`config.mk`:
```
export PLATFORM = sky130hd
export DESIGN_NAME = pifo_flow_scheduler
export DESIGN_NICKNAME = d
export VERILOG_FILES = /design/src/rtl/pifo_pkg.sv /design/src/rtl/pifo_flow_counter_bank.sv /design/src/rtl/pifo_flow_scheduler.sv
export SDC_FILE = /design/constraint.sdc
export NUM_CORES = 1
export LEC_CHECK = 0
export CORE_ASPECT_RATIO = 1.5
export CORE_MARGIN = 10
export CORE_UTILIZATION = 45
export DETAILED_ROUTE_END_ITERATION = 6
export PLACE_DENSITY = 0.66
export SYNTH_ARGS = -nofsm -noshare
export SYNTH_HDL_FRONTEND = slang
export SYNTH_HIERARCHICAL = 1
export SYNTH_SLANG_ARGS = --single-unit
export TNS_END_PERCENT = 1
```
`constraint.sdc`:
```
create_clock -name clk -period 9.35 [get_ports clk]
set_input_delay 2.805 -clock clk [delete_from_list [all_inputs] [get_ports clk]]
set_output_delay 2.805 -clock clk [all_outputs]
set_load 0.1 [all_outputs]
```
`src/rtl/pifo_pkg.sv`:
```
// Shared types and constants for the PIFO flow scheduler.
// Holds widths, per-flow config struct, FSM states and the decay helper.
package pifo_pkg;

    localparam int NUM_FLOWS    = 16;
    localparam int MAX_PRIORITY = 256;
    localparam int MAX_PKTS     = 63;
    localparam int PRIO_WIDTH   = $clog2(MAX_PRIORITY);
    localparam int FLOW_WIDTH   = $clog2(NUM_FLOWS);
    localparam int CNT_WIDTH    = $clog2(MAX_PKTS + 1);

    typedef logic [PRIO_WIDTH-1:0] prio_t;
    typedef logic [FLOW_WIDTH-1:0] flow_t;
    typedef logic [CNT_WIDTH-1:0]  cnt_t;

    typedef struct packed {
        prio_t base_prio;
        prio_t step;
    } sched_flow_cfg_t;

    typedef enum logic {
        RUN,
        FLUSH
    } sched_state_e;

    // Priority after one service; a live flow never drops below 1.
    function automatic prio_t decay(prio_t p, prio_t s);
        return (p > s) ? prio_t'(p - s) : prio_t'(1);
    endfunction

endpackage

```
`src/rtl/pifo_flow_counter_bank.sv`:
```
// Per-flow packet counters with one increment and one decrement port.
// Ports: clear, inc/inc_id, dec/dec_id, zero/full flags for rd_a, count for rd_b.
module pifo_flow_counter_bank #(
    parameter int N   = 16,
    parameter int W   = 6,
    parameter int MAX = 63
) (
    input  logic                 clk,
    input  logic                 reset,
    input  logic                 i__clear,
    input  logic                 i__inc,
    input  logic [$clog2(N)-1:0] i__inc_id,
    input  logic                 i__dec,
    input  logic [$clog2(N)-1:0] i__dec_id,
    input  logic [$clog2(N)-1:0] i__rd_a_id,
    output logic                 o__a_zero,
    output logic                 o__a_full,
    input  logic [$clog2(N)-1:0] i__rd_b_id,
    output logic [W-1:0]         o__b_cnt
);
    localparam int IDW = $clog2(N);

    logic [W-1:0] cnt_q [N];
    logic [W-1:0] cnt_d [N];

    always_comb begin
        cnt_d = cnt_q;
        for (int f = 0; f < N; f++) begin
            if (i__clear) begin
                cnt_d[f] = '0;
            end else begin
                // inc and dec on the same flow cancel out
                if (i__inc && i__inc_id == IDW'(f))
                    cnt_d[f] = cnt_d[f] + W'(1);
                if (i__dec && i__dec_id == IDW'(f))
                    cnt_d[f] = cnt_d[f] - W'(1);
            end
        end
    end

    always_ff @(posedge clk) begin
        if (reset) begin
            for (int f = 0; f < N; f++)
                cnt_q[f] <= '0;
        end else begin
            cnt_q <= cnt_d;
        end
    end

    assign o__a_zero = cnt_q[i__rd_a_id] == '0;
    assign o__a_full = cnt_q[i__rd_a_id] == W'(MAX);
    assign o__b_cnt  = cnt_q[i__rd_b_id];

endmodule

```
`src/rtl/pifo_flow_scheduler.sv`:
```
// Per-flow scheduler driving a pifo_set: push on empty->busy, pop+reinsert on dequeue.
// Ports: arrival handshake, dequeue request/result, per-flow config, flush, pifo_set controls.
module pifo_flow_scheduler
    import pifo_pkg::*;
(
    input  logic  clk,
    input  logic  reset,
    input  logic  i__arr_valid,
    input  flow_t i__arr_flow_id,
    output logic  o__arr_ready,
    input  logic  i__deq_req,
    output logic  o__deq_valid,
    output flow_t o__deq_flow_id,
    input  logic  i__cfg_valid,
    input  flow_t i__cfg_flow_id,
    input  prio_t i__cfg_base_prio,
    input  prio_t i__cfg_step,
    input  logic  i__flush,
    output logic  o__busy,
    output logic  o__pifo_push_valid,
    output prio_t o__pifo_push_priority,
    output flow_t o__pifo_push_flow_id,
    input  logic  i__pifo_set_ready,
    input  logic  i__pifo_pop_valid,
    input  prio_t i__pifo_pop_priority,
    input  flow_t i__pifo_pop_flow_id,
    output logic  o__pifo_pop,
    output logic  o__pifo_reinsert_valid,
    output prio_t o__pifo_reinsert_priority,
    output logic  o__pifo_clear_all
);

    sched_state_e    state_q, state_d;
    sched_flow_cfg_t cfg_q [NUM_FLOWS];
    sched_flow_cfg_t cfg_d [NUM_FLOWS];
    logic            deq_valid_q, deq_valid_d;
    flow_t           deq_flow_q, deq_flow_d;

    logic a_zero, a_full;
    cnt_t p_cnt;
    logic run, pop, same, acc;

    pifo_flow_counter_bank #(
        .N   (NUM_FLOWS),
        .W   (CNT_WIDTH),
        .MAX (MAX_PKTS)
    ) u_cnt (
        .clk        (clk),
        .reset      (reset),
        .i__clear   (state_q == FLUSH),
        .i__inc     (acc),
        .i__inc_id  (i__arr_flow_id),
        .i__dec     (pop),
        .i__dec_id  (i__pifo_pop_flow_id),
        .i__rd_a_id (i__arr_flow_id),
        .o__a_zero  (a_zero),
        .o__a_full  (a_full),
        .i__rd_b_id (i__pifo_pop_flow_id),
        .o__b_cnt   (p_cnt)
    );

    always_comb begin
        run  = state_q == RUN;
        pop  = run & i__deq_req & i__pifo_pop_valid;
        same = pop & (i__arr_flow_id == i__pifo_pop_flow_id);

        // an empty flow needs a pifo slot unless it rides on the reinsert
        o__arr_ready = run & ~a_full
                     & ~(a_zero & ~same & ~i__pifo_set_ready);
        acc = i__arr_valid & o__arr_ready;

        o__pifo_pop           = pop;
        o__pifo_push_valid    = acc & a_zero & ~same;
        o__pifo_push_priority = o__pifo_push_valid ?
                                cfg_q[i__arr_flow_id].base_prio : '0;
        o__pifo_push_flow_id  = o__pifo_push_valid ?
                                i__arr_flow_id : '0;

        o__pifo_reinsert_valid    = pop & ((p_cnt > cnt_t'(1)) | (acc & same));
        o__pifo_reinsert_priority = o__pifo_reinsert_valid ?
            decay(i__pifo_pop_priority, cfg_q[i__pifo_pop_flow_id].step) : '0;

        o__pifo_clear_all = state_q == FLUSH;
        o__busy           = state_q == FLUSH;

        state_d     = i__flush ? FLUSH : RUN;
        deq_valid_d = pop;
        deq_flow_d  = pop ? i__pifo_pop_flow_id : deq_flow_q;

        cfg_d = cfg_q;
        if (i__cfg_valid)
            cfg_d[i__cfg_flow_id] = '{base_prio: i__cfg_base_prio,
                                      step:      i__cfg_step};
    end

    always_ff @(posedge clk) begin
        if (reset) begin
            state_q     <= RUN;
            deq_valid_q <= 1'b0;
            deq_flow_q  <= '0;
            for (int f = 0; f < NUM_FLOWS; f++)
                cfg_q[f] <= '{base_prio: prio_t'(MAX_PRIORITY - 1),
                              step:      prio_t'(1)};
        end else begin
            state_q     <= state_d;
            deq_valid_q <= deq_valid_d;
            deq_flow_q  <= deq_flow_d;
            cfg_q       <= cfg_d;
        end
    end

    assign o__deq_valid   = deq_valid_q;
    assign o__deq_flow_id = deq_flow_q;

endmodule

```
==> results.tsv <==
stage	metric	value	unit
run_status	status	finished, final reports clean	
setup_path	start_kind	input port	
detailed_routing	wl_per_cell	21.95	um
final_layout	finalNetCount	2436	
floorplan	fp.dieH	283.7	um
timing	slew_headroom	10.34	%
final_layout	finalCoreUtilization	50.57	%
timing	fin_crit_sh	96.68	%
global_routing	grt_pass1_wl	100900	um
clock_tree	clock-sinks	358	
setup_path	cpMaxStageDelayCell	buf_2	
floorplan	dieArea	55570	um2
synthesis	synth_warnings	6	
clock_tree	post_cts_buffers	0	
timing	hold_viol	0	
setup_path	end_kind	primary output	
timing	hold_ws	0.4536	ns
clock_tree	tritoncts	done	
setup_path	slowest_delay	0.49	ns
final_layout	final_area	23140	um2
floorplan	io_pins	75	
clock_tree	htreeDepth	2	
global_routing	grt_pass1_vias	17617	
timing	fmax	110.6	MHz
final_layout	antenna_cells	0	
clock_tree	ctsLongestPathBuffers	3	
floorplan	core	45760	um2
final_layout	area_growth	10.91	%
clock_tree	clkSlewWorstSetupHoldPaths	0.06	ns
place	dp_hpwl	43850	um
timing	post-route-min-period	9.040	ns
floorplan	rows	96	
detailed_routing	viasPerCell	6.059	
synthesis	synth.avg_cell_area	8.659	um2
floorplan	start_util	45.60	%
clock_tree	numCtsBuffers	38	
power_and_ir_drop	leakage	0.008780	uW
clock_tree	cts_resized	0	
global_routing	grt-ovfl-total	0	
power_and_ir_drop	vdd_drop_max	114.1	uV
clock_tree	cts_hold_buf	0	
synthesis	syn_nets	2496	
job	drv_cap	0	
detailed_routing	drt_wl_total	65050	um
setup_path	worstPathRequired	6.55	ns
detailed_routing	vias	17953	
global_routing	grt_use_total	22.61	%
timing	rsz0062_at_grt	no	
setup_path	cpMostUsedCell	nand2_1	
setup_path	worst_ep_arrival_time	6.23	ns
timing	slew_viol_final	0	
global_routing	antenna_found_initial	1	
place	portBuffers	74	
synthesis	synth.cell_area	20870	um2
clock_tree	clock_latency	0.55	ns
timing	tightestPinTransition	1.341	ns
final_layout	drive_above_1_share	11.96	%
min_path	hold_path_class	reg -> reg	
setup_path	worstSetupPathType	in -> out	
detailed_routing	drc_errors	0	
floorplan	die_w	195.8	um
detailed_routing	drt_iter0_markers	1578	
timing	fin_skew	0.01953	ns
detailed_routing	ant_nets	0	
clock_tree	cts-root-buf	clkbuf_16	
place	dpl_cell_area	21970	um2
synthesis	synth_cells	2410	
timing	setup_viol	0	
detailed_routing	first_pass_iters	6	
place	gp_congestion	0.9619	
global_routing	grt_max_degree	140	
place	pre_cts_ws	0.1365	ns
timing	setup_ws	0.3102	ns
setup_path	crit_chain	buf_2 > buf_4 > mux4_2 > a22oi_1 > nand2_1 > nand2_1 > nor2_1 > nor3b_1 > nand2_1 > o21ai_2 > nand3_2 > nor3_4 > buf_12	
power_and_ir_drop	p_per_area	146.6	nW/um2
setup_path	crit_fanout	26	
[critical path: cells and delay by family]
kind                   cells  cell delay, ns
and+or+nand+nor            7            1.37
AOI/OAI and AO/OA          2            0.61
buffers and inverters      3            1.09
muxes                      1            0.35
[cells in the final DEF, fill, tap and decap left out, types with 36 or more instances in the layout]
master           count
clkbuf_16           38
nor3_1              39
mux4_2             103
nor2_1              88
a21oi_1            146
dfxtp_1            358
clkdlybuf4s50_1     45
ha_1                41
xnor2_1            104
nand3b_1           151
xor2_1              64
mux2i_1             39
nand4_1             36
nand3_1             38
nand2_1            608
and3_1              50
[where the power goes]
part	leakage (uW)	internal [uW]	switching [uW]
registers	0.00290	1550	19.3
logic	0.00530	128	234
clock network	0.000579	802	662
total	0.00878	2480	915
[path summary, 6_finish.rpt]
path                                   startpoint                      endpoint  slack, ns  cells after the start
worst max-delay path            i__arr_flow_id[1]  o__pifo_reinsert_priority[4]       0.31                     13
worst min-delay path                   cfg_q[149]                    cfg_q[149]       0.45                      2
worst max register to register    u_cnt/cnt_q[15]               u_cnt/cnt_q[76]       4.70                     16
worst min register to register         cfg_q[149]                    cfg_q[149]       0.45                      2
[area by class of cell]
| class | instances | area (um2) |
|---|---|---|
| Timing Repair Buffer | 106 | 1180 |
| Clock inverter | 14 | 108.9 |
| Inverter | 25 | 93.84 |
| Fill cell | 4171 | 22620 |
| Sequential cell | 358 | 7167 |
| Multi-Input combinational cell | 1821 | 12800 |
| Clock buffer | 51 | 1060 |
| Tap cell | 588 | 735.7 |
[state kept, by name (all words and copies together) (netlist names)]
name / count
cfg_q: 256
o__busy: 1
o__deq_flow_id: 4
o__deq_valid: 1
u_cnt/cnt_q: 96
[through the flow]
step	TNS [ns]	power, uW	cells
after floorplan	-7.209	1846	2410
after global placement	0	1955	2898
after detailed placement	0	1961	2898
after CTS	0	3410	2963
after global routing	0	3495	2963
final	0	3394	2963
[per-layer routing]
layer	global-route usage (%)	vias to the layer above	wire length [um]
li1	-	8287	-
met1	25.62	8726	23930
met2	39.94	731	33040
met3	2.967	207	4021
met4	12.50	2	4038
met5	0	-	17
No activity file was read; power rests on OpenSTA's default activity.
